`config.mk`:
```
export PLATFORM = sky130hd
export DESIGN_NAME = pc_fetch_unit
export DESIGN_NICKNAME = d
export VERILOG_FILES = /design/src/rtl/pc_fetch_unit.sv
export SDC_FILE = /design/constraint.sdc
export NUM_CORES = 1
export LEC_CHECK = 0
export ABC_AREA = 1
export CELL_PAD_IN_SITES_DETAIL_PLACEMENT = 1
export CELL_PAD_IN_SITES_GLOBAL_PLACEMENT = 2
export CORE_MARGIN = 2
export CORE_UTILIZATION = 28
export CTS_BUF_LIST = sky130_fd_sc_hd__clkbuf_4
export DETAILED_ROUTE_END_ITERATION = 10
export PLACE_DENSITY_LB_ADDON = 0.08
export SYNTH_ARGS = -nofsm -noshare
export SYNTH_HDL_FRONTEND = slang
export SYNTH_SLANG_ARGS = --single-unit
```
`constraint.sdc`:
```
create_clock -name clk -period 1.9 [get_ports clk]
set_clock_uncertainty 0.2 [all_clocks]
set_input_delay 0.38 -clock clk [delete_from_list [all_inputs] [get_ports clk]]
set_output_delay 0.38 -clock clk [all_outputs]
set_load 0.1 [all_outputs]
```
`src/rtl/pc_fetch_unit.sv`:
```
// Fetch unit: PC register, imem request FSM, IF/ID output reg with skid.
// Optional FETCH_ALIGN_CHECK_EN: misaligned redirect raises if_exc_adel.
module pc_fetch_unit #(
  parameter logic [31:0] RESET_PC = 32'h0000_3000
) (
  input  logic        clk,
  input  logic        reset,
  input  logic        stall,
  input  logic        redirect_valid,
  input  logic [31:0] redirect_pc,
  output logic        imem_req,
  output logic [31:0] imem_addr,
  input  logic        imem_gnt,
  input  logic        imem_rvalid,
  input  logic [31:0] imem_rdata,
`ifdef FETCH_ALIGN_CHECK_EN
  output logic        if_exc_adel,
`endif
  output logic        if_valid,
  output logic [31:0] if_instr,
  output logic [31:0] if_pc,
  output logic [31:0] if_pc4
);

  typedef enum logic [2:0] {
    S_IDLE, S_REQ, S_WAIT, S_FULL, S_HOLD
  } state_t;

  state_t      r_state, w_state_nxt;
  logic [31:0] r_pc;
  logic        r_squash, w_squash_nxt;
  logic        r_skid_valid;
  logic [31:0] r_skid_instr, r_skid_pc;
  logic        r_if_valid;
  logic [31:0] r_if_instr, r_if_pc, r_if_pc4;

  logic        w_free, w_consume, w_misalign;
  logic        w_load_mem, w_load_skid, w_fill_skid;
  logic [31:0] w_redir_pc;

`ifdef FETCH_ALIGN_CHECK_EN
  logic r_exc;
  assign w_misalign  = |redirect_pc[1:0];
  assign w_redir_pc  = redirect_pc;
  assign if_exc_adel = r_exc;
`else
  assign w_misalign  = 1'b0;
  assign w_redir_pc  = redirect_pc & 32'hFFFF_FFFC;
`endif

  assign imem_req  = (r_state == S_REQ);
  assign imem_addr = r_pc;
  assign if_valid  = r_if_valid;
  assign if_instr  = r_if_instr;
  assign if_pc     = r_if_pc;
  assign if_pc4    = r_if_pc4;

  always_comb begin
    w_free       = !r_if_valid || !stall;
    w_consume    = r_if_valid && !stall;
    w_state_nxt  = r_state;
    w_squash_nxt = r_squash;
    w_load_mem   = 1'b0;
    w_load_skid  = 1'b0;
    w_fill_skid  = 1'b0;
    if (redirect_valid) begin
      unique case (r_state)
        S_REQ: begin
          if (imem_gnt) begin
            w_state_nxt  = S_WAIT;
            w_squash_nxt = 1'b1;
          end
        end
        S_WAIT: begin
          if (imem_rvalid) begin
            w_state_nxt  = S_REQ;
            w_squash_nxt = 1'b0;
          end else begin
            w_squash_nxt = 1'b1;
          end
        end
        S_HOLD: begin
          w_state_nxt = S_REQ;
          if (imem_rvalid) w_squash_nxt = 1'b0;
        end
        default: w_state_nxt = S_REQ;
      endcase
      if (w_misalign) w_state_nxt = S_HOLD;
    end else begin
      unique case (r_state)
        S_IDLE: w_state_nxt = S_REQ;
        S_REQ: begin
          if (imem_gnt) w_state_nxt = S_WAIT;
        end
        S_WAIT: begin
          if (imem_rvalid) begin
            w_state_nxt = S_REQ;
            if (r_squash) begin
              w_squash_nxt = 1'b0;
            end else if (w_free) begin
              w_load_mem = 1'b1;
            end else begin
              w_fill_skid = 1'b1;
              w_state_nxt = S_FULL;
            end
          end
        end
        S_FULL: begin
          if (w_free) begin
            w_load_skid = 1'b1;
            w_state_nxt = S_REQ;
          end
        end
        // a response still owed from before the misaligned redirect lands here
        S_HOLD: begin
          if (imem_rvalid) w_squash_nxt = 1'b0;
        end
        default: w_state_nxt = S_IDLE;
      endcase
    end
  end

  always_ff @(posedge clk) begin
    if (reset) begin
      r_state      <= S_IDLE;
      r_pc         <= RESET_PC;
      r_squash     <= 1'b0;
      r_skid_valid <= 1'b0;
      r_skid_instr <= '0;
      r_skid_pc    <= '0;
      r_if_valid   <= 1'b0;
      r_if_instr   <= '0;
      r_if_pc      <= '0;
      r_if_pc4     <= '0;
`ifdef FETCH_ALIGN_CHECK_EN
      r_exc        <= 1'b0;
`endif
    end else begin
      r_state  <= w_state_nxt;
      r_squash <= w_squash_nxt;
      if (redirect_valid) begin
        r_pc         <= w_redir_pc;
        r_skid_valid <= 1'b0;
        r_if_valid   <= 1'b0;
`ifdef FETCH_ALIGN_CHECK_EN
        r_exc        <= 1'b0;
        if (w_misalign) begin
          r_if_valid <= 1'b1;
          r_if_instr <= '0;
          r_if_pc    <= redirect_pc;
          r_if_pc4   <= redirect_pc + 32'd4;
          r_exc      <= 1'b1;
        end
`endif
      end else begin
        if (w_load_mem || w_fill_skid) r_pc <= r_pc + 32'd4;
        if (w_load_mem) begin
          r_if_valid <= 1'b1;
          r_if_instr <= imem_rdata;
          r_if_pc    <= r_pc;
          r_if_pc4   <= r_pc + 32'd4;
`ifdef FETCH_ALIGN_CHECK_EN
          r_exc      <= 1'b0;
`endif
        end else if (w_load_skid) begin
          r_if_valid   <= 1'b1;
          r_if_instr   <= r_skid_instr;
          r_if_pc      <= r_skid_pc;
          r_if_pc4     <= r_skid_pc + 32'd4;
          r_skid_valid <= 1'b0;
`ifdef FETCH_ALIGN_CHECK_EN
          r_exc        <= 1'b0;
`endif
        end else if (w_consume) begin
          r_if_valid <= 1'b0;
        end
        if (w_fill_skid) begin
          r_skid_valid <= 1'b1;
          r_skid_instr <= imem_rdata;
          r_skid_pc    <= r_pc;
        end
      end
    end
  end

endmodule
```
# After elaboration in Yosys (flattened, before gate mapping)
# Index checks and enable logic that the tools add are counted.
# totals
ff_bits,197
latchBits,0
mem_bits_rw,0
mem_bits_ro,0
input_bits,70
wordCells,76
n_memories,0
# op_classes
n_addsub,2
mul,0
n_div,0
magnitude_cmp,0
n_eq_ne,9
shift,0
muxes,38
bitwise_logic,1
n_reduce_logical,16
# ops
cell,n
$mux W32,8
$add A32 B3 Y32 const B,2
$mux W1,20
$mux W3,5
$pmux W3 S5,1
$eq A3 B2 Y1 const B,2
$pmux W3 S2,1
$reduce_and A3 Y1,2
$reduce_bool A2 Y1,3
$mux W2,2
$ne A2 B2 Y1 const B,2
$ne A4 B1 Y1 const B,1
$reduce_and A2 Y1,2
$reduce_or A2 Y1,2
$eq A3 B1 Y1 const B,1
$eq A3 B3 Y1 const B,1
$logic_not A3 Y1,1
$ne A3 B2 Y1 const B,1
$ne A3 B3 Y1 const B,1
$pmux W1 S3,1
$reduce_bool A3 Y1,1
$logic_not A1 Y1,2
$logic_or A1 B1 Y1,2
$logic_and A1 B1 Y1,1
$not A1 Y1,1

# Longest topological paths before layout
# Gate-level depths: netlist (run 1).
# logic_depth
ltp_word,10
ltp_mapped,12

# Worst setup path after synthesis (run 1)
# Ideal clock, no wire load.
# synth_path
path_kind,reg-to-reg
from,register r_state[2]
to,register r_squash
setup_ns,0.132
arrival_time_ns,3.177
setup_slack_ns,-1.609
stages_incl_launch_ff,7
synth_period_minus_slack_ns,3.509
path_cell_list,dfxtp_1 > nor3_1 > nand2_1 > o21bai_1 > nand2_1 > nand2_1 > a21oi_1
# synth_between
elab_cells_between_ends,10
cone_classes,eq/ne: 5; mux: 2; reduce/logical: 3
# synth_lines
element,line,text
start: declaration,29,"state_t r_state, w_state_nxt;"
start signal: assignment,139,r_state <= w_state_nxt;
$eq A3 B1 Y1 (*),-,
net imem_req,11,"output logic imem_req,"
$ne A4 B1 Y1 (no source line) (tied with other cells),-,
$reduce_and A3 Y1 (no source line) or $mux W1 (tied branches),-,
end signal: assignment,140,r_squash <= w_squash_nxt;
end: declaration,31,"logic r_squash, w_squash_nxt;"
# The timed path passes the listed nets; every way through them passes the cells marked *.
# A chain may end at the register's enable or synchronous reset.

# Worst setup path in the final report (run 1)
# layout_path
from,register r_state[1]
to,output port imem_req
# layout_between
elab_chain_len,1
# layout_rtl
element,line,text
$eq A3 B1 Y1,51,assign imem_req = (r_state == S_REQ);
end: declaration,11,
# No other way between the ends.

==> results of run 1 <==
[cells in the mapped netlist (all sizes together) (12+ instances only)]
cell type / instances
o22ai: 19
buf: 43
clkbuf: 30
a31oi: 50
a21oi: 90
nand2: 371
nand3: 69
inv: 99
dfxtp: 189
o211ai: 12
o21ai: 109
nor2: 192
xor2: 22
[routing by layer]
metal  global-route usage (%)  share of wire (%)  vias to the layer above
met5                        0               0.12                        -
met4                    7.456                3.0                        8
met3                    4.805                5.2                       93
met2                    42.03                 50                      293
met1                    31.62                 41                     5350
li1                         -                  -                     5102
[worst paths after layout]
check | cells after the start | from | endpoint
min reg2reg | 2 | r_skid_instr[24]$_SDFFE_PP0P_ | if_instr[24]$_SDFFE_PP0P_
max | 3 | r_state[1]$_SDFFE_PP0P_ | imem_req
min | 3 | redirect_pc[21] | imem_addr[21]$_SDFFE_PP0P_
max reg2reg | 13 | r_state[1]$_SDFFE_PP0P_ | imem_addr[19]$_SDFFE_PP0P_
[cell families (layout without fill, tap and decap cells)]
kind of cell	Yosys count	in the layout	share of synthesized area (%)
and+or+nand+nor	652	652	29.77
DFF	189	189	42.12
buffers and inverters	172	557	8.149
AOI/OAI and AO/OA	287	287	17.50
other	1	9	0.04175
adders and majority gates	2	2	0.2785
xor gates and xnor gates	22	22	2.145
[registers in the layout, summed over array words and instances, names as in the netlist]
| signal | count |
|---|---|
| r_skid_pc | 30 |
| r_skid_instr | 32 |
| r_squash | 1 |
| if_pc | 30 |
| if_valid | 1 |
| if_pc4 | 30 |
| if_instr | 32 |
| imem_addr | 30 |
| r_state | 3 |
[worst max-delay path: stages (launching register included)]
cell and delay [ns]:
dfxtp_2 0.36, buf_4 0.14, nor3_4 0.17, buf_12 0.21
[timing repair]
action | in CTS | in global routing
endpoints found under the setup margin | 111 | 271
endpoints found under the hold margin | 32 | 0
pin swaps | 86 | 112
setup buffers | 52 | 34
hold buffers | 1 | 0
cloned | 10 | 18
gates resized for setup | 204 | 469
[power by group]
| part | internal, µW | switching [µW] |
|---|---|---|
| Clock | 681 | 1560 |
| Sequential | 4000 | 78.9 |
| Combinational | 686 | 1030 |
| Total | 5370 | 2680 |
[final cells by class]
cell class              instances  area, µm²  share of cell area (%)
diodes                          3      7.507                 0.04328
clock buffers                  19      142.6                  0.8223
repair buffers                426       6097                   35.15
multi-input cells             969       6013                   34.67
inverters                      99      450.4                   2.597
well taps                     402      503.0                   2.900
clock inverters                13      116.4                  0.6708
flip-flops and latches        189       4016                   23.15
[stage by stage]
step / power, µW / hold WS [ns] / worst slack (ns)
2_1_floorplan: 4891 / 0.2610 / -0.1279
3_3_place_gp: 5567 / 0.2693 / -0.4604
3_5_place_dp: 5575 / 0.2774 / -0.5020
4_1_cts: 7972 / 0.009054 / -0.2467
5_1_grt: 8349 / 0.04120 / -0.2812
6_report: 8045 / 0.06234 / -0.2000
==> flow_summary.ini, run 1 <==
[final_layout]
drive_gt1_share_pct = 48.16
area_growth_pct = 93.12
postLayoutCoreUtil_pct = 54.97
fin_nets = 1774
instances_no_fill = 2120
fillCellCount = 3526
mostFrequentLayoutCells = 305 x nand2_1, 172 x buf_12, 145 x nor2_1, 121 x buf_4, 90 x dfxtp_2
fin_area_um2 = 17350
layout_commonest_cell = nand2_1

[synth]
postSynthAreaPerCell_um2 = 6.779
ys_seq_area_share_pct = 42.12
synthTopCellsByArea = dfxtp_1 42%, nand2_1 15%, nor2_1 7.4%
synth_edf_count = 0
synth_area_um2 = 8982
yosys_most_used_dff = dfxtp_1
synth_top_area_share_pct = 42.12
netlist_instances = 1325
synth-async-reset-ratio_pct = 0
yosys_warnings = 0
yosys.area.top_type = dfxtp_1
synth_cell_types = 33
ys_ff_latch = 189

[place]
place_inst = 1986
dpl_cell_area_um2 = 13680
gp_congestion = 0.8431
port_buffers = 191
place_hpwl_um = 28550

[detailed_routing]
wl_um = 46300
ant_nets = 0
num_vias = 10850
drc = 0
wire_per_inst_um = 21.84
drt-pass1-iter-count = 5
first_iter_violations = 532
viasPerCell = 5.116

[setup_path]
required_ns = 1.32
cp.arrival_ns = 1.52
end_kind = primary output
rrSetupSlack_ns = -0.14
crit_type = reg2out
startpoint_type = flip-flop
path_max_fanout = 2

[global_routing]
grt_max_degree = 57
grt_antenna_before_repair = 7
grt_overflow = 0
grt_usage_pct = 24.69
first_global_vias = 10790
grt_pass1_wl_um = 62930

[floorplan]
die_height_um = 183.1
io_pins = 200
core.rowCount = 65
coreArea_um2 = 31560
initial_utilization_pct = 28.47
die_w_um = 183.1
dieArea_um2 = 33530

[pwr]
leakagePower_uw = 0.006703
ir_drop_uv = 259.8
powerDensity_nw_per_um2 = 463.8

[sta]
tightestPinTransition_ns = 0.6315
fmax_ghz = 0.4762
relSlewSlack_pct = 57.84
period_share_pct = 110.5
tns_ns = -10.85
period_minus_slack_ns = 2.100
rsz0062_at_grt = true
setup_ws_ns = -0.2000
slew_violations = 0
hold_viol = 0
setup_viol = 164

[clock_tree]
cts_buffers = 17
clock-root-buffer = clkbuf_4
insertion_delay_ns = 0.67
path_clk_slew_ns = 0.19
cts_tree = done
clkSinkCount = 189
htree_levels = 4
cts_buffer_depth = 2

[flow_run]
drv_cap = 0

[status]
status = finished, violations left
violations = negative setup slack

[worst_hold_path]
min_path_type = in2reg
(Power assumes the default switching activity.)
==> inputs of run 2 (changes only) <==
--- a/config.mk
+++ b/config.mk
@@ -9,7 +9,7 @@
 export CELL_PAD_IN_SITES_DETAIL_PLACEMENT = 1
 export CELL_PAD_IN_SITES_GLOBAL_PLACEMENT = 2
 export CORE_MARGIN = 2
-export CORE_UTILIZATION = 28
+export CORE_UTILIZATION = 30
 export CTS_BUF_LIST = sky130_fd_sc_hd__clkbuf_4
 export DETAILED_ROUTE_END_ITERATION = 10
 export PLACE_DENSITY_LB_ADDON = 0.08
==> constraint.sdc (replaced) <==
create_clock -name clk -period 2.5 [get_ports clk]
set_clock_uncertainty 0.2 [all_clocks]
set_input_delay 0.5 -clock clk [delete_from_list [all_inputs] [get_ports clk]]
set_output_delay 0.5 -clock clk [all_outputs]
set_load 0.1 [all_outputs]
==> flow_summary.ini, run 2 (same netlist as run 1, synthesis figures left out) <==
[setup_path]
path_max_fanout = 5
startpoint_type = flip-flop
crit_slowest_cell = dfxtp_1
critPathMaxStageDelay_ns = 0.41
end_kind = primary output
rrSetupSlack_ns = 0.27
crit_start = r_state[2]$_SDFFE_PP0P_
path_cells = nor3_2 > buf_12
cp.arrival_ns = 1.61
r2r_start = imem_addr[3]$_SDFFE_PP0P_
crit_type = reg2out
required_ns = 1.80

[global_routing]
grt_util_met3_pct = 3.866
first_global_vias = 9609
grt_pass1_wl_um = 54430
grt_antenna_before_repair = 1
grt_max_degree = 104
grt_overflow = 0
grt_usage_pct = 22.75
use_met1_pct = 30.12
grt-busiest-layer = met2
use_met2_pct = 38.55

[clock_tree]
cts_tree = done
htree_levels = 4
hold_buffers = 0
path_clk_slew_ns = 0.16
insertion_delay_ns = 0.65
cts_buffer_depth = 2
clkSinkCount = 189
postCtsResizedCells = 0
post-cts-setup-buffer-count = 0
clock-root-buffer = clkbuf_4
cts_buffers = 17

[detailed_routing]
first_iter_violations = 526
num_vias = 9451
drc = 0
ant_nets = 0
viasPerCell = 4.897
drt-pass1-iter-count = 4
wl_um = 35010
wire_per_inst_um = 18.14

[sta]
relSlewSlack_pct = 62.80
rsz0062_at_grt = false
period_share_pct = 92.44
tightestPinTransition_ns = 0.5580
slew_violations = 0
period_minus_slack_ns = 2.311
tns_ns = 0
setup_viol = 0
fmax_ghz = 0.4327
hold_viol = 0

[pwr]
seq_power_share_pct = 52.2
swShare_pct = 30.83
ir_drop_uv = 296.0
switchingPower_uw = 1836
internal-power_uw = 4118
powerDensity_nw_per_um2 = 509.3
power_frac_clock_pct = 33.1
comb_power_share_pct = 14.7
leakagePower_uw = 0.004694

[status]
status = complete, no violations

[final_layout]
area_growth_pct = 30.16
mostFrequentLayoutCells = 365 x nand2_1, 187 x dfxtp_1, 178 x nor2_1, 168 x buf_4, 100 x o21ai_0
layout_commonest_cell = nand2_1
fillCellCount = 3840
drive_gt1_share_pct = 16.25
fin_area_um2 = 11690
fin_nets = 1597

[floorplan]
initial_utilization_pct = 30.39
coreArea_um2 = 29560
io_pins = 200
die_height_um = 177.0
dieArea_um2 = 31340
die_w_um = 177.0
core.rowCount = 63

[place]
gp_congestion = 0.8369
dpl_cell_area_um2 = 11360
port_buffers = 191
place_hpwl_um = 26170

[flow_run]
drv_cap = 0

[worst_hold_path]
worstHoldStart = reset
min_path_type = in2reg
[run 2: cell count changes in the layout (fill, tap and decap cells not counted), moves of 56 or more]
| cell | previous run | this run |
|---|---|---|
| dfxtp_1 | 67 | 187 |
| buf_12 | 172 | 15 |
| nand2_1 | 305 | 365 |
| a21oi_2 | 56 | 0 |
| a21oi_1 | 22 | 90 |
| dfxtp_2 | 90 | 2 |
| o21ai_0 | 29 | 100 |
[run 2: through the flow]
step,hold WS (ns),util (%),total power (µW),instances,worst slack (ns)
after detailed placement,0.2576,38.43,4055,1896,-0.09715
after global routing,0.05920,39.54,6228,1929,0.06522
after floorplan,0.2610,-,3715,1330,-0.04347
after CTS,0.04110,39.53,6054,1928,0.1108
after global placement,0.2565,38.43,4050,1896,0.002579
final,0.08703,39.55,5954,1930,0.1890
[run 2: layer usage]
metal	vias up	part of all wire [%]
met5	-	0
met2	165	49
met4	0	1.3
li1	4721	-
met1	4543	47
met3	22	3.5
[run 2: path summary, 6_finish.rpt]
kind                             endpoint  cells after the start
setup / recovery                 imem_req                      2
hold / removal    if_pc4[21]$_SDFFE_PP0P_                      4
setup reg to reg  if_pc4[16]$_SDFFE_PP0P_                     10
hold reg to reg   if_pc4[27]$_SDFFE_PP0P_                      2
[run 2: area by class of cell]
| cell class | count | area, µm² | share of cell area, % |
|---|---|---|---|
| flip-flops and latches | 189 | 3786 | 32.38 |
| multi-input cells | 969 | 4491 | 38.41 |
| clock buffers | 18 | 135.1 | 1.156 |
| clock inverters | 14 | 192.7 | 1.648 |
| diodes | 2 | 5.005 | 0.04281 |
| well taps | 390 | 488.0 | 4.174 |
| inverters | 99 | 371.6 | 3.179 |
| repair buffers | 249 | 2222 | 19.01 |
[run 2: power groups by stage]
stage	registers [µW]	clock network (µW)	logic, µW
final	3110	1970	873
after global routing	3120	2190	922
after CTS	3110	2060	884
after detailed placement	3170	0	881
after global placement	3170	0	877
after floorplan	3450	0	265
[run 2: critical path: cells and delay by family (launching register included)]
kind,cells,cell delay (ns)
buf+inv,1,0.22
flops,1,0.41
simple gates,1,0.34
